File: src/rtl/alu_muldiv.sv
// Iterative multiply/divide unit holding the HI/LO register pair.
// One bit per cycle in CALC, sign fix-up and HI/LO write in FIX, done pulse in DONE.
module alu_muldiv #(
  parameter int WIDTH = 32,
  parameter int OPW   = 5
) (
  input  logic             clk,
  input  logic             rst,
  input  logic             i_MD_start,
  input  logic [OPW-1:0]   i_MD_op,
  input  logic [WIDTH-1:0] i_MD_srcA,
  input  logic [WIDTH-1:0] i_MD_srcB,
  input  logic             i_MD_cancel,
  output logic [WIDTH-1:0] o_MD_hi,
  output logic [WIDTH-1:0] o_MD_lo,
  output logic             o_MD_busy,
  output logic             o_MD_done,
  output logic             o_MD_dz
);

  localparam int CW = $clog2(WIDTH);
  localparam logic [OPW-1:0] OP_MULT  = OPW'(14);
  localparam logic [OPW-1:0] OP_MULTU = OPW'(15);
  localparam logic [OPW-1:0] OP_DIV   = OPW'(16);
  localparam logic [OPW-1:0] OP_DIVU  = OPW'(17);
  localparam logic [OPW-1:0] OP_MTHI  = OPW'(18);
  localparam logic [OPW-1:0] OP_MTLO  = OPW'(19);

  typedef enum logic [1:0] {IDLE, CALC, FIX, DONE} state_t;

  state_t           r_state, w_state_next;
  logic [CW-1:0]    r_cnt;
  logic [WIDTH-1:0] r_hi, r_lo;
  logic [WIDTH-1:0] r_acc, r_q, r_opb, r_srca;
  logic             r_neg_a, r_neg_b, r_signed, r_div, r_bzero, r_dz;

  logic             w_is_md, w_in_signed, w_in_div;
  logic [WIDTH-1:0] w_mag_a, w_mag_b;
  logic [WIDTH:0]   w_add, w_shift;
  logic [WIDTH-1:0] w_sub, w_acc_next, w_q_next;
  logic             w_ge;
  logic [2*WIDTH-1:0] w_prod;
  logic [WIDTH-1:0] w_fix_hi, w_fix_lo;

  assign w_is_md     = (i_MD_op == OP_MULT) || (i_MD_op == OP_MULTU) ||
                       (i_MD_op == OP_DIV)  || (i_MD_op == OP_DIVU);
  assign w_in_signed = (i_MD_op == OP_MULT) || (i_MD_op == OP_DIV);
  assign w_in_div    = (i_MD_op == OP_DIV)  || (i_MD_op == OP_DIVU);
  assign w_mag_a = (w_in_signed && i_MD_srcA[WIDTH-1]) ? -i_MD_srcA : i_MD_srcA;
  assign w_mag_b = (w_in_signed && i_MD_srcB[WIDTH-1]) ? -i_MD_srcB : i_MD_srcB;

  // r_opb holds the multiplicand or divisor magnitude; r_q the multiplier or dividend.
  // The low WIDTH bits of the trial difference are exact whenever it is kept.
  always_comb begin
    w_add   = {1'b0, r_acc} + {1'b0, (r_q[0] ? r_opb : '0)};
    w_shift = {r_acc, r_q[WIDTH-1]};
    w_ge    = (w_shift >= {1'b0, r_opb});
    w_sub   = w_shift[WIDTH-1:0] - r_opb;
    if (r_div) begin
      w_acc_next = w_ge ? w_sub : w_shift[WIDTH-1:0];
      w_q_next   = {r_q[WIDTH-2:0], w_ge};
    end else begin
      w_acc_next = w_add[WIDTH:1];
      w_q_next   = {w_add[0], r_q[WIDTH-1:1]};
    end
  end

  always_comb begin
    w_prod   = (r_signed && (r_neg_a ^ r_neg_b)) ? -{r_acc, r_q} : {r_acc, r_q};
    w_fix_hi = w_prod[2*WIDTH-1:WIDTH];
    w_fix_lo = w_prod[WIDTH-1:0];
    if (r_div) begin
      if (r_bzero) begin
        w_fix_hi = r_srca;
        w_fix_lo = '1;
      end else begin
        w_fix_hi = (r_signed && r_neg_a) ? -r_acc : r_acc;
        w_fix_lo = (r_signed && (r_neg_a ^ r_neg_b)) ? -r_q : r_q;
      end
    end
  end

  always_ff @(posedge clk) begin
    if (rst) r_state <= IDLE;
    else     r_state <= w_state_next;
  end

  always_comb begin
    w_state_next = r_state;
    case (r_state)
      IDLE: if (i_MD_start && w_is_md) w_state_next = CALC;
      CALC: begin
        if (i_MD_cancel)                     w_state_next = IDLE;
        else if (r_cnt == CW'(WIDTH - 1))    w_state_next = FIX;
      end
      FIX:  w_state_next = i_MD_cancel ? IDLE : DONE;
      DONE: w_state_next = IDLE;
      default: w_state_next = IDLE;
    endcase
  end

  always_ff @(posedge clk) begin
    if (rst) begin
      r_hi     <= '0;
      r_lo     <= '0;
      r_acc    <= '0;
      r_q      <= '0;
      r_opb    <= '0;
      r_srca   <= '0;
      r_cnt    <= '0;
      r_neg_a  <= 1'b0;
      r_neg_b  <= 1'b0;
      r_signed <= 1'b0;
      r_div    <= 1'b0;
      r_bzero  <= 1'b0;
      r_dz     <= 1'b0;
    end else begin
      case (r_state)
        IDLE: if (i_MD_start) begin
          if (w_is_md) begin
            r_acc    <= '0;
            r_q      <= w_in_div ? w_mag_a : w_mag_b;
            r_opb    <= w_in_div ? w_mag_b : w_mag_a;
            r_srca   <= i_MD_srcA;
            r_neg_a  <= i_MD_srcA[WIDTH-1];
            r_neg_b  <= i_MD_srcB[WIDTH-1];
            r_signed <= w_in_signed;
            r_div    <= w_in_div;
            r_bzero  <= (i_MD_srcB == '0);
            r_cnt    <= '0;
            r_dz     <= 1'b0;
          end else if (i_MD_op == OP_MTHI) begin
            r_hi <= i_MD_srcA;
          end else if (i_MD_op == OP_MTLO) begin
            r_lo <= i_MD_srcA;
          end
        end
        CALC: begin
          r_acc <= w_acc_next;
          r_q   <= w_q_next;
          r_cnt <= r_cnt + CW'(1);
        end
        FIX: if (!i_MD_cancel) begin
          r_hi <= w_fix_hi;
          r_lo <= w_fix_lo;
          if (r_div) r_dz <= r_bzero;
        end
        default: ;
      endcase
    end
  end

  assign o_MD_hi   = r_hi;
  assign o_MD_lo   = r_lo;
  assign o_MD_busy = (r_state == CALC) || (r_state == FIX);
  assign o_MD_done = (r_state == DONE);
  assign o_MD_dz   = r_dz;

endmodule

File: config.mk
export PLATFORM = sky130hd
export DESIGN_NAME = alu_muldiv
export DESIGN_NICKNAME = d
export VERILOG_FILES = /design/src/rtl/alu_muldiv.sv
export SDC_FILE = /design/constraint.sdc
export NUM_CORES = 1
export LEC_CHECK = 0
export BUFFER_PORTS_ARGS = -buffer_cell sky130_fd_sc_hd__buf_2
export CAP_MARGIN = 0
export CORE_AREA = 8 8 216 218
export CTS_CLUSTER_DIAMETER = 80
export DETAILED_ROUTE_END_ITERATION = 7
export DIE_AREA = 0 0 224 226
export HOLD_SLACK_MARGIN = 0.06
export PLACE_DENSITY = 0.62
export SYNTH_ARGS = -nofsm -noshare
export SYNTH_HDL_FRONTEND = slang
export SYNTH_SLANG_ARGS = --single-unit
File: constraint.sdc
create_clock -name clk -period 6.7 [get_ports clk]
set_input_delay 0.67 -clock clk [delete_from_list [all_inputs] [get_ports clk]]
set_output_delay 0.67 -clock clk [all_outputs]
set_load 0.03 [all_outputs]
==> flow_metrics.py, run 1 <==
metrics = {
    "flow_run": {
        "cap_violations": 0,
    },
    "sta": {
        "slew_headroom_pct": 15.1,
        "tightest_slew_ps": 1260,
        "drv_slew": 0,
        "hold_viol_final": 0,
        "rsz0062_at_grt": "no",
        "setup_viol": 0,
        "min_period_ps": 4120,
        "skew_ps": 29.2,
        "finalSetupTns_ps": 0,
        "max_freq_ghz": 0.243,
        "min_period_over_period_pct": 61.5,
    },
    "final_layout": {
        "post-route-util_pct": 43.4,
        "syn_to_final_growth_pct": 10.7,
        "drive_above_1_share_pct": 11.0,
        "final_cell_mix": "288 x nor2_1, 252 x nand2_1, 219 x a21oi_1",
        "fin_nets": 2516,
        "final_common_cell": "nor2_1",
    },
    "clocking": {
        "cts_made_buffers": 25,
        "cts_tree": "done",
        "postCtsHoldBufs": 0,
        "clkLatencyLatePin_ps": 570,
        "h-tree-depth": 1,
        "cts_sinks": 204,
        "post_cts_buffers": 0,
        "clock_path_buffers": 3,
        "cts_resized": 0,
        "clkTransAtPathRegs_ps": 60,
        "clock-root-buffer": "clkbuf_16",
    },
    "route": {
        "route.vias.total": 18400,
        "first_pass_iters": 6,
        "viasPerCell": 6.19,
        "wl_um": 68200,
        "routed-wl-met3_um": 7210,
        "drt_iter0_markers": 2257,
        "wl_met2_um": 28700,
        "dr.max_layer_used": "met4",
        "met1_length_um": 28900,
        "routedWlPerCell_um": 22.9,
        "drcViolationCount": 0,
        "detail-route-antenna-nets": 0,
    },
    "grt": {
        "grt_antenna_before_repair": 2,
        "grt_remaining_overflow": 0,
        "grt_pass1_wl_um": 102000,
        "grt_max_degree": 79,
        "grt_pass1_vias": 16900,
        "grtUsageTotal_pct": 25.5,
    },
    "die": {
        "io_pins": 140,
        "dieWidth_um": 224,
        "initial_core_util_pct": 39.3,
        "fp-row-count": 77,
        "fp.coreArea_mm2": 0.0435,
        "fp.dieArea_mm2": 0.0506,
        "die_h_um": 226,
    },
    "power": {
        "p_switching_mw": 1.52,
        "p_seq_share_pct": 34.3,
        "clkPwrFrac_pct": 36.0,
        "powerDensity_mw_per_mm2": 216,
        "p_int_mw": 2.55,
        "vdd_drop_max_mv": 0.187,
        "power_mw": 4.07,
        "leakage_nw": 7.27,
        "switching_share_pct": 37.4,
        "combPwrFrac_pct": 29.7,
    },
    "worst_hold_path": {
        "hp-class": "in -> reg",
    },
    "yosys": {
        "syn_area_mm2": 0.0171,
        "yosysSeqAreaShare_pct": 23.9,
        "synth_nets": 2514,
        "syn_avg_cell_area_um2": 7.22,
        "netlist_instances": 2364,
        "yosys_warnings": 0,
        "synth_edf_count": 0,
        "synth-seq-cells": 204,
        "ys.flop_type": "dfxtp_1",
        "synthArstFlopShare_pct": 0,
        "ys_types": 82,
    },
    "setup_path": {
        "rr_worst_depth": 11,
        "critPathLaunchType": "register",
        "worstPathMaxFanout": 33,
        "path_cells": "ha_1 -> and4_1 -> a211o_1 -> and3_1 -> a211oi_1 -> o21bai_1 -> o21ai_4 -> buf_4 -> nor2_1 -> a222oi_1 -> nand2_1",
        "cp.arrival_ps": 4540,
        "r2r_start": "r_acc[6]$_SDFFE_PP0P_",
        "r2r-end": "r_acc[23]$_SDFFE_PP0P_",
        "worstPathRequired_ps": 7120,
        "critical_path.max_stage_delay_ps": 590,
        "cp-end-kind": "register",
        "critPathCapture": "r_acc[23]$_SDFFE_PP0P_",
        "reg2reg_slack_ps": 2580,
        "crit_start": "r_acc[6]$_SDFFE_PP0P_",
        "critical-path-slowest-cell": "o21ai_4",
        "critPathKind": "reg -> reg",
    },
    "placement": {
        "portBuffers": 139,
        "hpwl_um": 51400,
        "place_congestion": 1.01,
    },
    "outcome": {
        "status": "finished clean",
    },
}
-- sequential cells by signal (all words and copies together), names as in the netlist --
signal    flops
r_div         1
r_cnt         5
r_opb        32
r_bzero       1
r_state       2
r_neg_b       1
o_MD_lo      32
o_MD_dz       1
r_srca       32
r_acc        32
r_q          32
r_signed      1
o_MD_hi      32
-- through the flow --
stage | instances | hold WS [ps] | setup slack, ps | instance area [um^2]
CTS | 2977 | 342 | 2640 | 18900
detailed placement | 2931 | 441 | 2380 | 18000
floorplan | 2364 | 431 | 3530 | 17100
global route | 2977 | 346 | 2380 | 18900
global placement | 2931 | 434 | 2440 | 18000
finish | 2978 | 355 | 2580 | 18900
-- synthesized netlist by cell type (6+ instances only) --
master,count,area (um^2)
nand2b_1,18,113
buf_1,17,63.8
o221ai_1,12,105
a21o_1,30,225
inv_1,72,270
a41oi_1,7,61.3
a222oi_1,6,60.1
a22oi_1,20,150
mux2i_1,41,410
o41ai_1,18,158
nor2b_1,15,93.8
a211oi_1,86,646
a211o_1,6,52.6
clkbuf_1,163,612
o21a_1,12,90.1
mux2_2,32,360
nand3_1,40,200
o211ai_1,28,210
o21bai_1,13,97.6
buf_2,6,30.0
nand4_1,20,125
xnor2_1,100,876
a21oi_1,220,1100
and2_1,12,75.1
dfxtp_1,204,4080
o2111ai_1,10,87.6
o21ai_0,120,601
or4_1,15,113
o21ai_1,15,75.1
and3_1,14,87.6
nor4_1,29,181
nand2_1,252,946
nor2_1,289,1080
xor2_1,92,806
a311oi_1,27,236
or3_1,19,119
o31ai_1,27,203
nor3_1,74,370
ha_1,75,938
a31oi_1,24,150
-- critical path, delay by kind of cell (launching register included) --
kind	cells	cell delay (ps)
AOI/OAI and AO/OA	5	1820
adders and majority gates	1	360
buffers and inverters	1	490
DFF	1	580
and+or+nand+nor	4	700
-- kinds of logic after synthesis --
| family | count (synthesis) | share of synthesized area (%) |
|---|---|---|
| mux | 73 | 4.52 |
| simple gates | 830 | 22.2 |
| compound gates | 727 | 27.9 |
| xor+xnor | 192 | 9.86 |
| fa+ha+maj | 77 | 5.74 |
| buf+inv | 261 | 5.85 |
| flops | 204 | 23.9 |
-- metal layers --
layer | up-vias | global-route usage, %
met4 | 0 | 11.6
met5 | - | 0
met1 | 8714 | 35.6
li1 | 8564 | -
met2 | 994 | 38.5
met3 | 164 | 3.42
-- how the worst min path moves through the flow --
stage | startpoint | end | slack (ps) | cells past startpoint
finish | i_MD_op[0] | r_signed$_SDFFE_PP0P_ | 350 | 2
global route | i_MD_op[0] | r_signed$_SDFFE_PP0P_ | 350 | 2
CTS | i_MD_op[0] | r_signed$_SDFFE_PP0P_ | 340 | 2
detailed placement | o_MD_hi[23]$_SDFFE_PP0P_ | o_MD_hi[23]$_SDFFE_PP0P_ | 440 | 1
global placement | o_MD_hi[23]$_SDFFE_PP0P_ | o_MD_hi[23]$_SDFFE_PP0P_ | 430 | 1
floorplan | r_srca[28]$_SDFFE_PP0P_ | r_srca[28]$_SDFFE_PP0P_ | 430 | 2
-- power groups by stage --
stage	Clock, mW	Sequential [mW]	Combinational [mW]
after floorplan	0	1.51	0.698
after CTS	1.48	1.39	1.19
after global placement	0	1.41	1.18
final	1.47	1.39	1.21
after detailed placement	0	1.42	1.18
after global routing	1.52	1.40	1.29
-- area by class of cell --
cell class | instances | area [um^2]
inverters | 73 | 274
flip-flops and latches | 204 | 4090
diodes | 1 | 2.50
fillers | 4436 | 24600
well taps | 592 | 741
clock buffers | 30 | 664
clock inverters | 16 | 204
multi-input cells | 1899 | 12000
repair buffers | 163 | 882
Note: power is estimated with default switching activity, not from simulation.
==> run 2, diff against run 1 <==
- clock period: 6.7 -> 4.1 ns (I/O delays scaled with it)
==> run 2 against run 1 <==
Against the previous run:
- critical endpoint is now r_q[0]$_SDFFE_PP0P_
- sequential power is 63% higher
- register-to-register slack got worse by 2200 ps
- via count increased by 1.9%
- worst setup slack worse by 2200 ps
- largest cell class unchanged
- combinational power grew 70%
- wire length up 5.5%
==> flow_metrics.py, run 2 (synthesis results as in run 1) <==
metrics = {
    "sta": {
        "setup_slack_ps": 350,
        "min_period_over_period_pct": 91.5,
        "rsz0062_at_grt": "no",
        "max_freq_ghz": 0.267,
        "tightest_slew_ps": 1150,
        "skew_ps": 26.7,
        "slew_headroom_pct": 23.1,
        "hold_viol_final": 0,
        "setup_viol": 0,
        "finalSetupTns_ps": 0,
        "drv_slew": 0,
        "min_period_ps": 3750,
    },
    "worst_hold_path": {
        "hp-start": "i_MD_srcA[20]",
        "min_to": "r_srca[20]$_SDFFE_PP0P_",
        "hp-class": "in -> reg",
        "hold_path_depth": 3,
    },
    "final_layout": {
        "drive_above_1_share_pct": 13.2,
        "final_cell_area_mm2": 0.0194,
        "stdcell_count": 3036,
        "post-route-util_pct": 44.6,
        "final_cell_mix": "288 x nor2_1, 252 x nand2_1, 219 x a21oi_1",
        "fin_nets": 2575,
        "diodes": 0,
        "final_common_cell": "nor2_1",
        "fill_cells": 4465,
        "multiInputGateArea_mm2": 0.0120,
        "syn_to_final_growth_pct": 13.5,
        "ff_latch_area_mm2": 0.00409,
    },
    "power": {
        "p_int_mw": 4.30,
        "clkPwrFrac_pct": 36.4,
        "vdd_drop_max_mv": 0.291,
        "switching_share_pct": 36.8,
        "p_seq_share_pct": 33.3,
        "leakage_nw": 7.59,
        "p_switching_mw": 2.51,
        "combPwrFrac_pct": 30.3,
        "powerDensity_mw_per_mm2": 351,
    },
    "route": {
        "drcViolationCount": 0,
        "wl_um": 71900,
        "drt_iter0_markers": 2222,
        "viasPerCell": 6.19,
        "detail-route-antenna-nets": 0,
        "first_pass_iters": 8,
        "route.vias.total": 18800,
        "routedWlPerCell_um": 23.7,
    },
    "grt": {
        "grt_pass1_vias": 17600,
        "grt_antenna_before_repair": 2,
        "grt_remaining_overflow": 0,
        "grt_max_degree": 104,
        "grt_pass1_wl_um": 108000,
        "grtUsageTotal_pct": 27.1,
    },
    "die": {
        "die_h_um": 226,
        "dieWidth_um": 224,
        "fp.coreArea_mm2": 0.0435,
        "fp-row-count": 77,
        "fp.dieArea_mm2": 0.0506,
        "io_pins": 140,
        "initial_core_util_pct": 39.3,
    },
    "setup_path": {
        "reg2reg_slack_ps": 350,
        "r2r_start": "r_acc[6]$_SDFFE_PP0P_",
        "rr_worst_depth": 11,
        "cp-end-kind": "register",
        "critPathLaunchType": "register",
        "r2r-end": "r_q[0]$_SDFFE_PP0P_",
        "critical_path.max_stage_delay_ps": 650,
        "worstPathRequired_ps": 4500,
        "cp.arrival_ps": 4150,
        "crit_family": "compound AO/OA/AOI/OAI gates",
        "critical-path-slowest-cell": "dfxtp_1",
        "critPathKind": "reg -> reg",
        "worstPathMaxFanout": 18,
        "path_cells": "ha_1 -> and4_1 -> a211o_1 -> and3_1 -> a211oi_1 -> o21bai_1 -> o21ai_4 -> buf_4 -> a21oi_1 -> a21oi_1 -> a211oi_1",
        "crit_buf_inv": 1,
    },
    "clocking": {
        "clock_path_buffers": 3,
        "cts_tree": "done",
        "clock-root-buffer": "clkbuf_16",
        "cts_resized": 0,
        "clkLatencyLatePin_ps": 560,
        "clkTransAtPathRegs_ps": 70,
        "h-tree-depth": 1,
        "cts_sinks": 204,
        "post_cts_buffers": 0,
        "postCtsHoldBufs": 0,
        "cts_made_buffers": 25,
    },
    "placement": {
        "placed_cells": 2990,
        "dp_slack_ps": 454,
        "portBuffers": 139,
        "hpwl_um": 55600,
        "place_congestion": 0.976,
        "placed_area_mm2": 0.0185,
    },
    "flow_run": {
        "cap_violations": 0,
    },
    "outcome": {
        "status": "finished clean",
    },
}
-- run 2: final cells by class --
cell class	instances	area share (%)
clock buffer	31	3.50
sequential	204	21.1
timing repair buffer	222	6.91
clock inverter	15	1.17
tap	592	3.82
multi-input combinational	1899	62.1
inverter	73	1.41
-- run 2: worst max-delay path by stage --
| stage | start | endpoint | slack (ps) | cells past startpoint |
|---|---|---|---|---|
| 3_3_place_gp | r_q[0]$_SDFFE_PP0P_ | r_acc[28]$_SDFFE_PP0P_ | 550 | 13 |
| 2_1_floorplan | r_opb[6]$_SDFFE_PP0P_ | r_acc[23]$_SDFFE_PP0P_ | 930 | 12 |
| 3_5_place_dp | r_acc[6]$_SDFFE_PP0P_ | r_q[0]$_SDFFE_PP0P_ | 450 | 11 |
| 5_1_grt | r_q[0]$_SDFFE_PP0P_ | r_acc[28]$_SDFFE_PP0P_ | 140 | 13 |
| 4_1_cts | r_acc[6]$_SDFFE_PP0P_ | r_q[0]$_SDFFE_PP0P_ | 420 | 11 |
| 6_report | r_acc[6]$_SDFFE_PP0P_ | r_q[0]$_SDFFE_PP0P_ | 350 | 11 |
-- run 2: metrics by stage --
stage | total power [mW] | hold slack, ps
after floorplan | 3.60 | 431
after global placement | 4.31 | 440
after detailed placement | 4.32 | 444
after CTS | 6.79 | 146
after global routing | 7.06 | 190
final | 6.81 | 166
-- run 2: power groups by stage --
stage / Clock, mW / Sequential (mW) / Combinational (mW)
after CTS: 2.50 / 2.26 / 2.03
after floorplan: 0 / 2.46 / 1.14
after global placement: 0 / 2.30 / 2.01
after detailed placement: 0 / 2.30 / 2.02
final: 2.48 / 2.27 / 2.06
after global routing: 2.57 / 2.28 / 2.20
-- run 2: routing by layer --
layer	global-route usage, %	share of wire [%]	vias to the layer above
li1	-	-	8688
met1	36.6	43	8973
met2	43.0	44	963
met3	4.00	8.7	154
met4	10.7	4.1	0
met5	0	0	-
-- run 2: worst min-delay path, delay by kind of cell --
| family | cells | cell delay (ps) |
|---|---|---|
| compound gates | 1 | 50 |
| buf+inv | 1 | 150 |
| simple gates | 1 | 70 |
